===== src/rtl/mips_ctrl_pkg.sv =====
// Shared constants for the multicycle MIPS controller: opcodes, funct codes,
// FSM state encodings, PC redirect codes and the decoded instruction class.
package mips_ctrl_pkg;

  localparam logic [5:0] OP_RTYPE = 6'b000000;
  localparam logic [5:0] OP_J     = 6'b000010;
  localparam logic [5:0] OP_JAL   = 6'b000011;
  localparam logic [5:0] OP_BEQ   = 6'b000100;
  localparam logic [5:0] OP_BNE   = 6'b000101;
  localparam logic [5:0] OP_ORI   = 6'b001101;
  localparam logic [5:0] OP_LUI   = 6'b001111;
  localparam logic [5:0] OP_LW    = 6'b100011;
  localparam logic [5:0] OP_SW    = 6'b101011;

  localparam logic [5:0] FN_JR    = 6'b001000;
  localparam logic [5:0] FN_ADDU  = 6'b100001;
  localparam logic [5:0] FN_SUBU  = 6'b100011;
  localparam logic [5:0] FN_SLT   = 6'b101010;

  localparam logic [1:0] PC_SEQ = 2'b00;
  localparam logic [1:0] PC_BR  = 2'b01;
  localparam logic [1:0] PC_JMP = 2'b10;
  localparam logic [1:0] PC_REG = 2'b11;

  // ALU op class: add (address / PC+4), subtract (compare), funct-driven, immediate logic
  localparam logic [1:0] ALUOP_ADD   = 2'b00;
  localparam logic [1:0] ALUOP_SUB   = 2'b01;
  localparam logic [1:0] ALUOP_FUNCT = 2'b10;
  localparam logic [1:0] ALUOP_IMM   = 2'b11;

  typedef enum logic [3:0] {
    S_FETCH  = 4'd0,
    S_DECODE = 4'd1,
    S_EXE    = 4'd2,
    S_MEMADR = 4'd3,
    S_MEMRD  = 4'd4,
    S_MEMWB  = 4'd5,
    S_MEMWR  = 4'd6,
    S_WB     = 4'd7,
    S_BRANCH = 4'd8,
    S_JUMP   = 4'd9
  } state_t;

  typedef enum logic [3:0] {
    CLS_RTYPE,
    CLS_ORI,
    CLS_LUI,
    CLS_LW,
    CLS_SW,
    CLS_BEQ,
    CLS_BNE,
    CLS_J,
    CLS_JAL,
    CLS_JR,
    CLS_ILL
  } instr_class_t;

endpackage


===== src/rtl/ctrl_decode.sv =====
// Combinational opcode/funct classifier for the multicycle controller.
module ctrl_decode
  import mips_ctrl_pkg::*;
(
  input  logic [5:0]   op,
  input  logic [5:0]   funct,
  output instr_class_t cls,
  output logic         illegal
);

  always_comb begin
    cls = CLS_ILL;
    case (op)
      OP_RTYPE: begin
        case (funct)
          FN_ADDU, FN_SUBU, FN_SLT: cls = CLS_RTYPE;
          FN_JR:                    cls = CLS_JR;
          default:                  cls = CLS_ILL;
        endcase
      end
      OP_ORI:  cls = CLS_ORI;
      OP_LUI:  cls = CLS_LUI;
      OP_LW:   cls = CLS_LW;
      OP_SW:   cls = CLS_SW;
      OP_BEQ:  cls = CLS_BEQ;
      OP_BNE:  cls = CLS_BNE;
      OP_J:    cls = CLS_J;
      OP_JAL:  cls = CLS_JAL;
      default: cls = CLS_ILL;
    endcase
  end

  assign illegal = (cls == CLS_ILL);

endmodule


===== src/rtl/multicycle_ctrl.sv =====
// Multicycle MIPS control FSM with a combinational decode sub-block.
// Optional RETIRE_CNT_EN adds a 32-bit retired-instruction counter output.
module multicycle_ctrl
  import mips_ctrl_pkg::*;
(
  input  logic        clk,
  input  logic        rst,
  input  logic [5:0]  op,
  input  logic [5:0]  funct,
  input  logic        zero,
  input  logic        mem_rdy,
  output logic [1:0]  PCWr,
  output logic        PCEn,
  output logic        IRWr,
  output logic        RegWr,
  output logic        MemRd,
  output logic        MemWr,
  output logic        ALUSrcA,
  output logic [1:0]  RegDst,
  output logic [1:0]  MemtoReg,
  output logic [1:0]  ALUSrcB,
  output logic [1:0]  ALUOp,
  output logic [3:0]  state,
`ifdef RETIRE_CNT_EN
  output logic [31:0] retire_cnt,
`endif
  output logic        illegal
);

  state_t       state_reg;
  state_t       state_next;
  instr_class_t cls;
  logic         dec_illegal;

  ctrl_decode u_decode (
    .op      (op),
    .funct   (funct),
    .cls     (cls),
    .illegal (dec_illegal)
  );

  always_ff @(posedge clk) begin
    if (rst) state_reg <= S_FETCH;
    else     state_reg <= state_next;
  end

  always_comb begin
    state_next = S_FETCH;
    case (state_reg)
      S_FETCH:  state_next = mem_rdy ? S_DECODE : S_FETCH;
      S_DECODE: begin
        case (cls)
          CLS_LW, CLS_SW:             state_next = S_MEMADR;
          CLS_RTYPE, CLS_ORI, CLS_LUI: state_next = S_EXE;
          CLS_BEQ, CLS_BNE:           state_next = S_BRANCH;
          CLS_J, CLS_JAL, CLS_JR:     state_next = S_JUMP;
          default:                    state_next = S_FETCH;
        endcase
      end
      S_EXE:    state_next = S_WB;
      S_WB:     state_next = S_FETCH;
      S_MEMADR: state_next = (cls == CLS_LW) ? S_MEMRD : S_MEMWR;
      S_MEMRD:  state_next = mem_rdy ? S_MEMWB : S_MEMRD;
      S_MEMWB:  state_next = S_FETCH;
      S_MEMWR:  state_next = mem_rdy ? S_FETCH : S_MEMWR;
      S_BRANCH: state_next = S_FETCH;
      S_JUMP:   state_next = S_FETCH;
      default:  state_next = S_FETCH;
    endcase
  end

  // Everything is held low while rst is high so no strobe can fire in a reset cycle.
  always_comb begin
    PCWr     = PC_SEQ;
    PCEn     = 1'b0;
    IRWr     = 1'b0;
    RegWr    = 1'b0;
    MemRd    = 1'b0;
    MemWr    = 1'b0;
    ALUSrcA  = 1'b0;
    RegDst   = 2'b00;
    MemtoReg = 2'b00;
    ALUSrcB  = 2'b00;
    ALUOp    = ALUOP_ADD;
    illegal  = 1'b0;
    if (!rst) begin
      case (state_reg)
        S_FETCH: begin
          MemRd   = 1'b1;
          IRWr    = mem_rdy;
          ALUSrcB = 2'b01;
        end
        S_DECODE: begin
          ALUSrcB = 2'b11;
          illegal = dec_illegal;
          PCEn    = dec_illegal;
        end
        S_EXE: begin
          ALUSrcA = 1'b1;
          if (cls == CLS_RTYPE) begin
            ALUSrcB = 2'b00;
            ALUOp   = ALUOP_FUNCT;
          end else begin
            ALUSrcB = 2'b10;
            ALUOp   = ALUOP_IMM;
          end
        end
        S_WB: begin
          RegWr  = 1'b1;
          PCEn   = 1'b1;
          RegDst = (cls == CLS_RTYPE) ? 2'b01 : 2'b00;
        end
        S_MEMADR: begin
          ALUSrcA = 1'b1;
          ALUSrcB = 2'b10;
        end
        S_MEMRD: MemRd = 1'b1;
        S_MEMWB: begin
          RegWr    = 1'b1;
          MemtoReg = 2'b01;
          PCEn     = 1'b1;
        end
        S_MEMWR: begin
          MemWr = 1'b1;
          PCEn  = mem_rdy;
        end
        S_BRANCH: begin
          ALUSrcA = 1'b1;
          ALUOp   = ALUOP_SUB;
          PCEn    = 1'b1;
          if ((cls == CLS_BEQ && zero) || (cls == CLS_BNE && !zero)) PCWr = PC_BR;
        end
        S_JUMP: begin
          PCEn = 1'b1;
          PCWr = (cls == CLS_JR) ? PC_REG : PC_JMP;
          if (cls == CLS_JAL) begin
            RegWr    = 1'b1;
            RegDst   = 2'b10;
            MemtoReg = 2'b10;
          end
        end
        default: ;
      endcase
    end
  end

  assign state = state_reg;

`ifdef RETIRE_CNT_EN
  logic [31:0] retire_cnt_reg;

  always_ff @(posedge clk) begin
    if (rst)       retire_cnt_reg <= 32'd0;
    else if (PCEn) retire_cnt_reg <= retire_cnt_reg + 32'd1;
  end

  assign retire_cnt = retire_cnt_reg;
`endif

endmodule


===== config.mk =====
export PLATFORM = sky130hd
export DESIGN_NAME = multicycle_ctrl
export DESIGN_NICKNAME = d
export VERILOG_FILES = /design/src/rtl/mips_ctrl_pkg.sv /design/src/rtl/ctrl_decode.sv /design/src/rtl/multicycle_ctrl.sv
export SDC_FILE = /design/constraint.sdc
export NUM_CORES = 1
export LEC_CHECK = 0
export BUFFER_PORTS_ARGS = -buffer_cell sky130_fd_sc_hd__buf_2
export CORE_MARGIN = 5
export CORE_UTILIZATION = 48
export CTS_BUF_LIST = sky130_fd_sc_hd__clkbuf_16
export CTS_CLUSTER_SIZE = 24
export DETAILED_ROUTE_END_ITERATION = 6
export GPL_TIMING_DRIVEN = 0
export MAX_ROUTING_LAYER = met4
export PLACE_DENSITY = 0.79
export SLEW_MARGIN = 30
export SYNTH_ARGS = -nofsm -noshare
export SYNTH_HDL_FRONTEND = slang
export SYNTH_SLANG_ARGS = --single-unit

===== constraint.sdc =====
create_clock -name clk -period 3.27 [get_ports clk]
set_clock_uncertainty 0.15 [all_clocks]
set_input_delay 0.327 -clock clk [delete_from_list [all_inputs] [get_ports clk]]
set_output_delay 0.327 -clock clk [all_outputs]
set_load 0.01 [all_outputs]

* Word level (Yosys, flattened, before mapping)
Memory sizes are Yosys's and may differ from the RTL's. Cells that the tools add are included.
Word-level totals: register bits 4, memory bits (read-only) 48, word-level logic and storage cells 79, memories 1
Cells by class: equal/unequal tests 27, muxes and demuxes 38, reductions and logical operators 12
Memories:
- (no name shown) | depth 16, width 3, rd ports 1, clocked after Yosys merged registers in 0, write ports 0, line multicycle_ctrl.sv:52 | case (cls)
Operators by type and width (count):
- one-hot mux 4 bit (9 select lines) | 1
- equality test 6 bit, second input constant | 5
- equality test 4 x 3 -> 1 bit, second input constant | 6
- one-hot mux 4 bit (6 select lines) | 1
- equality test 4 bit, second input constant | 5
- two-way mux 1 bit | 19
- equality test 6 x 4 -> 1 bit, second input constant | 3
- two-way mux 2 bit | 8
- one-hot mux 2 bit (2 select lines) | 4
- equality test 4 x 2 -> 1 bit, second input constant | 3
- equality test 6 x 2 -> 1 bit, second input constant | 2
- equality test 6 x 3 -> 1 bit, second input constant | 2
- zero test 4 bit | 2
- one-hot mux 2 bit (4 select lines) | 1
- one-hot mux 4 bit (2 select lines) | 1
- zero test 6 bit | 1
- OR reduction 3 bit | 2
- equality test 4 x 1 -> 1 bit, second input constant | 1
- OR reduction 2 bit | 2
- OR reduction 4 bit | 1
- two-way mux 3 bit | 1
- one-hot mux 1 bit (3 select lines) | 1
- logical AND 1 bit | 2
- one-hot mux 1 bit (2 select lines) | 1
- 2 further kinds | 2

* Logic depth before layout (Yosys ltp)
depth after elaboration 10, mapped depth 10, mapped depth without buffers 9

* Cells and area by module
From an unflattened synthesis, not the netlist that was laid out.
Unflattened totals: cell total of the unflattened synthesis 122, area, all modules 814.5 um^2
By module, submodules not included:
- multicycle_ctrl | instances 1, cells each 80, area each 535.5 um^2, sequential area each 80.1 um^2
- ctrl_decode | instances 1, cells each 42, area each 279.0 um^2, sequential area each 0.0 um^2

* Least setup slack after synthesis
OpenSTA, ideal clock, no wires.
path type input to output, from input port op[1], to output port PCWr[0], arrival 2288 ps, path slack 505 ps, cell stages on the path 10, cells stage by stage buf_6 -> nor4_4 -> a211oi_1 -> or3_1 -> a21oi_2 -> ha_1 -> o2111ai_1 -> a211oi_1 -> o211ai_1 -> nand3_1
Between the ends: word-level cells in the longest chain between the ends 8, elaborated cells between the ends (all ways) 20
Ends and longest elaborated chain:
- start: declaration | line multicycle_ctrl.sv:8 | input logic [5:0] op,
- equality test 6 x 2 -> 1 bit, or another cell as far along | line ctrl_decode.sv:13 | case (op)
- one-hot mux 4 bit (9 select lines) * | line ctrl_decode.sv:13
- equality test 4 x 3 -> 1 bit | line multicycle_ctrl.sv:131 | if ((cls == CLS_BEQ && zero) || (cls == CLS_BNE && !zero)) PCWr = PC_BR;
- logical AND 1 bit | line multicycle_ctrl.sv:131
- logical OR 1 bit | line multicycle_ctrl.sv:131
- two-way mux 1 bit | line multicycle_ctrl.sv:131
- one-hot mux 2 bit (2 select lines) * | line multicycle_ctrl.sv:87 | case (state_reg)
- two-way mux 2 bit * | line multicycle_ctrl.sv:86 | if (!rst) begin
- end: declaration | line multicycle_ctrl.sv:12 | output logic [1:0] PCWr,
Every way passes the cells marked *; elsewhere a longest branch is shown, timed or not.

* Final worst setup path
from input port op[5], to output port PCWr[0]
The elaborated chain is that of the path after synthesis.

==> metrics.md <==
| Metric | Value |
|---|---|
| Status | `finished clean` |
| N_diodes | `0` |
| Hold Crit Endpoint | `state[1]$_SDFF_PP0_` |
| Clock root cell | `clkbuf_16` |
| Syn Inst Count | `134` |
| Mux contribution to synthesized area | `0.0107` |
| Crit. End Element | `output port` |
| YS warnings | `0` |
| Final Power | `0.343 mW` |
| Placed Cells | `196` |
| Fin util | `0.649` |
| Fin. Hold Viols | `0` |
| Fraction of layout cells with a size suffix above 1 | `0.335` |
| CTS max path bufs | `2` |
| Critical path class | `input pin to output port` |
| Global-route wire length before repair | `4610 um` |
| Crit path DAT | `2580 ps` |
| Fin. max-slew vios | `0` |
| Synth Area in Simple Gates | `0.426` |
| Delay-heaviest family, CP | `compound AO/OA/AOI/OAI gates` |
| Final setup violation count | `0` |
| Syn_area_per_cell | `6.97 um2` |
| Area share of fa/ha/maj cells after synthesis | `0.0402` |
| Final Cycle Share | `0.935` |
| Cell Chain, Critical Path | `buf_2 -> buf_2 -> nor4bb_2 -> a211oi_1 -> or3_1 -> a21oi_2 -> ha_1 -> o2111ai_1 -> a211oi_2 -> o211ai_1 -> nand3_1 -> buf_2` |
| Clock-pin slew on the worst setup and hold paths | `30 ps` |
| Clock tree sinks | `4` |
| Maximum number of pins on one net before global-route repair | `11` |
| WP data required | `2790 ps` |
| Setup WS post-layout | `211 ps` |
| Sequential area share after synthesis | `0.0857` |
| Final Instance Area | `0.00123 mm2` |
| Inserted Clock Buffers | `3` |
| Gr usage total | `0.215` |
| Leakage power | `0.566 nW` |
| R2r startpoint | `state[3]$_SDFF_PP0_` |
| Initial antenna violation count | `0` |
| Drt wl/cell | `14.2 um` |
| Via-to-Cell Ratio | `5.92` |
| Max Clk Rate | `0.327 GHz` |
| Synth async-reset ratio | `0` |
| Ys flop type | `dfxtp_1` |
| CP bufs+invs | `3` |
| Compound-Gate Fraction of Synth Area | `0.339` |
| Reg2reg path depth | `6` |
| Slowest-stage cell, CP | `or3_1` |
| Final GP Congestion | `0.845` |
| EDFF count, synth | `0` |
| Worst hold path class | `input pin to flip-flop` |
| Die Area | `0.00293 mm2` |
| Finished Layout Cells | `200` |
| Slew HR | `0.718` |
| Hold Crit Start | `mem_rdy` |
| Setup TNS | `0 ps` |
| Nets | `194` |
| Post-Syn Nets | `153` |
| Detailed Place HPWL | `2280 um` |
| Critical path launch point type | `input pin` |
| CP startpoint | `op[5]` |
| #FFs+latches synth | `4` |
| Fin Hold WS | `252 ps` |
| Routed Antenna Nets | `0` |
| Post-CTS Hold Buffers | `0` |
| Filler instances | `175` |
| Synth Area in XOR/XNOR | `0.00937` |
| R2r endpoint | `state[1]$_SDFF_PP0_` |
| Synth Cell Area | `935 um2` |
| Cell row count | `16` |
| RSZ-0062 raised after global routing | `false` |
| Worst-Margin Slew | `423 ps` |
| Placed Area | `0.00114 mm2` |
| Via Count | `1183` |
| Worst hold path stage count | `2` |
| H-tree levels | `1` |
| GRT overflow | `0` |
| TritonRoute pass-1 iters | `4` |
| Crit-path max cell delay | `400 ps` |
| Die Wd | `54.1 um` |
| Most used cell, CP | `buf_2` |
| Synth cell types | `53` |
| Core area | `0.00190 mm2` |
| DRC viols | `0` |
| Worst-path fanout max | `10` |
| Port Buffers | `35` |
| Place WS | `139 ps` |
| Initial DRC Count | `40` |
| WL final | `2840 um` |
| Largest family of logic cells by synthesized area | `simple AND/OR/NAND/NOR gates` |
| Max-cap violations | `0` |
| Clock Latency Late Sink | `220 ps` |
| Initial cell density of the core | `0.491` |
| Worst vdd ir | `0.338 mV` |
| CTS tree | `done` |
| Pwr dens | `278 mW/mm2` |
| Vias in the first global route | `1089` |
| I/O pin total | `37` |
| Die Ht | `54.1 um` |
| R2r setup slk | `1370 ps` |
| Max FFs per register | `4` |
| Area added between synthesis and finish | `32.0%` |
| Final min period | `3060 ps` |
## where the power goes
part           total, mW  switching [mW]  leakage (nW)  internal [mW]
registers         0.0526         0.00157        0.0325         0.0510
clock network      0.189          0.0329        0.0370          0.156
logic              0.101          0.0600         0.496         0.0413
total              0.343          0.0945         0.566          0.248
## timing repair
item,in CTS,in global routing
resized for setup,0,2
setup endpoints to repair,0,1
buffers inserted,0,1
## placed cells by master, fill, tap and decap left out, types with 5 or more instances in the layout
cell type,synthesis,layout
nand2b_1,7,7
o21ai_1,5,5
nor2_1,15,15
inv_1,7,7
buf_2,4,39
nor3_1,5,5
nand2_1,10,10
## final cells by class
type                            count  area, um2  area share
Buffer                             10       53.8      0.0436
Sequential cell                     4       80.1      0.0649
Timing Repair Buffer               36        183       0.148
Clock buffer                        3       75.1      0.0609
Multi-Input combinational cell    112        778       0.631
Inverter                            8       30.0      0.0243
Tap cell                           27       33.8      0.0274
## routing by layer
| layer | GRT usage | vias up | share of wire |
|---|---|---|---|
| met1 | 0.229 | 545 | 0.40 |
| met3 | 0.0554 | 2 | 0.089 |
| met4 | 0.0332 | 0 | 0.0049 |
| li1 | - | 581 | - |
| met5 | - | - | 0 |
| met2 | 0.398 | 55 | 0.50 |
## cell families (layout without fill, tap and decap cells)
| group | Yosys count | after routing |
|---|---|---|
| buf+inv | 18 | 57 |
| simple gates | 67 | 67 |
| fa+ha+maj | 3 | 3 |
| flops | 4 | 4 |
| compound gates | 40 | 40 |
| xor+xnor | 1 | 1 |
| mux | 1 | 1 |
## worst reg2reg max path: stages, from the launching register on
cell and delay (ps):
dfxtp_1 290, clkbuf_1 210, or3_1 500, nor2_1 150, o21ai_0 100, or3_1 310, o311ai_1 90
## how the worst max path moves through the flow
stage | slack, ps | to | depth (start not counted)
global placement | 160 | PCWr[0] | 12
detailed placement | 140 | PCWr[0] | 12
finish | 210 | PCWr[0] | 12
CTS | 140 | PCWr[0] | 12
global route | 30 | PCWr[0] | 12
floorplan | 500 | PCWr[0] | 10
## synth_stat cells, types with 3 or more instances
| cell type | number | area (um2) |
|---|---|---|
| nor2_1 | 15 | 56.3 |
| clkbuf_1 | 3 | 11.3 |
| a21oi_1 | 3 | 15.0 |
| ha_1 | 3 | 37.5 |
| nor3_1 | 5 | 25.0 |
| o21ai_0 | 3 | 15.0 |
| dfxtp_1 | 4 | 80.1 |
| nand2_1 | 10 | 37.5 |
| a211oi_1 | 5 | 37.5 |
| nand2b_1 | 7 | 43.8 |
| o211ai_1 | 3 | 22.5 |
| o21ai_1 | 5 | 25.0 |
| nor2b_1 | 5 | 31.3 |
| inv_1 | 7 | 26.3 |
| or3_1 | 4 | 25.0 |
| buf_2 | 4 | 20.0 |
| and3_1 | 4 | 25.0 |
| and3b_1 | 3 | 26.3 |
Power figures use the tool's default switching activity.
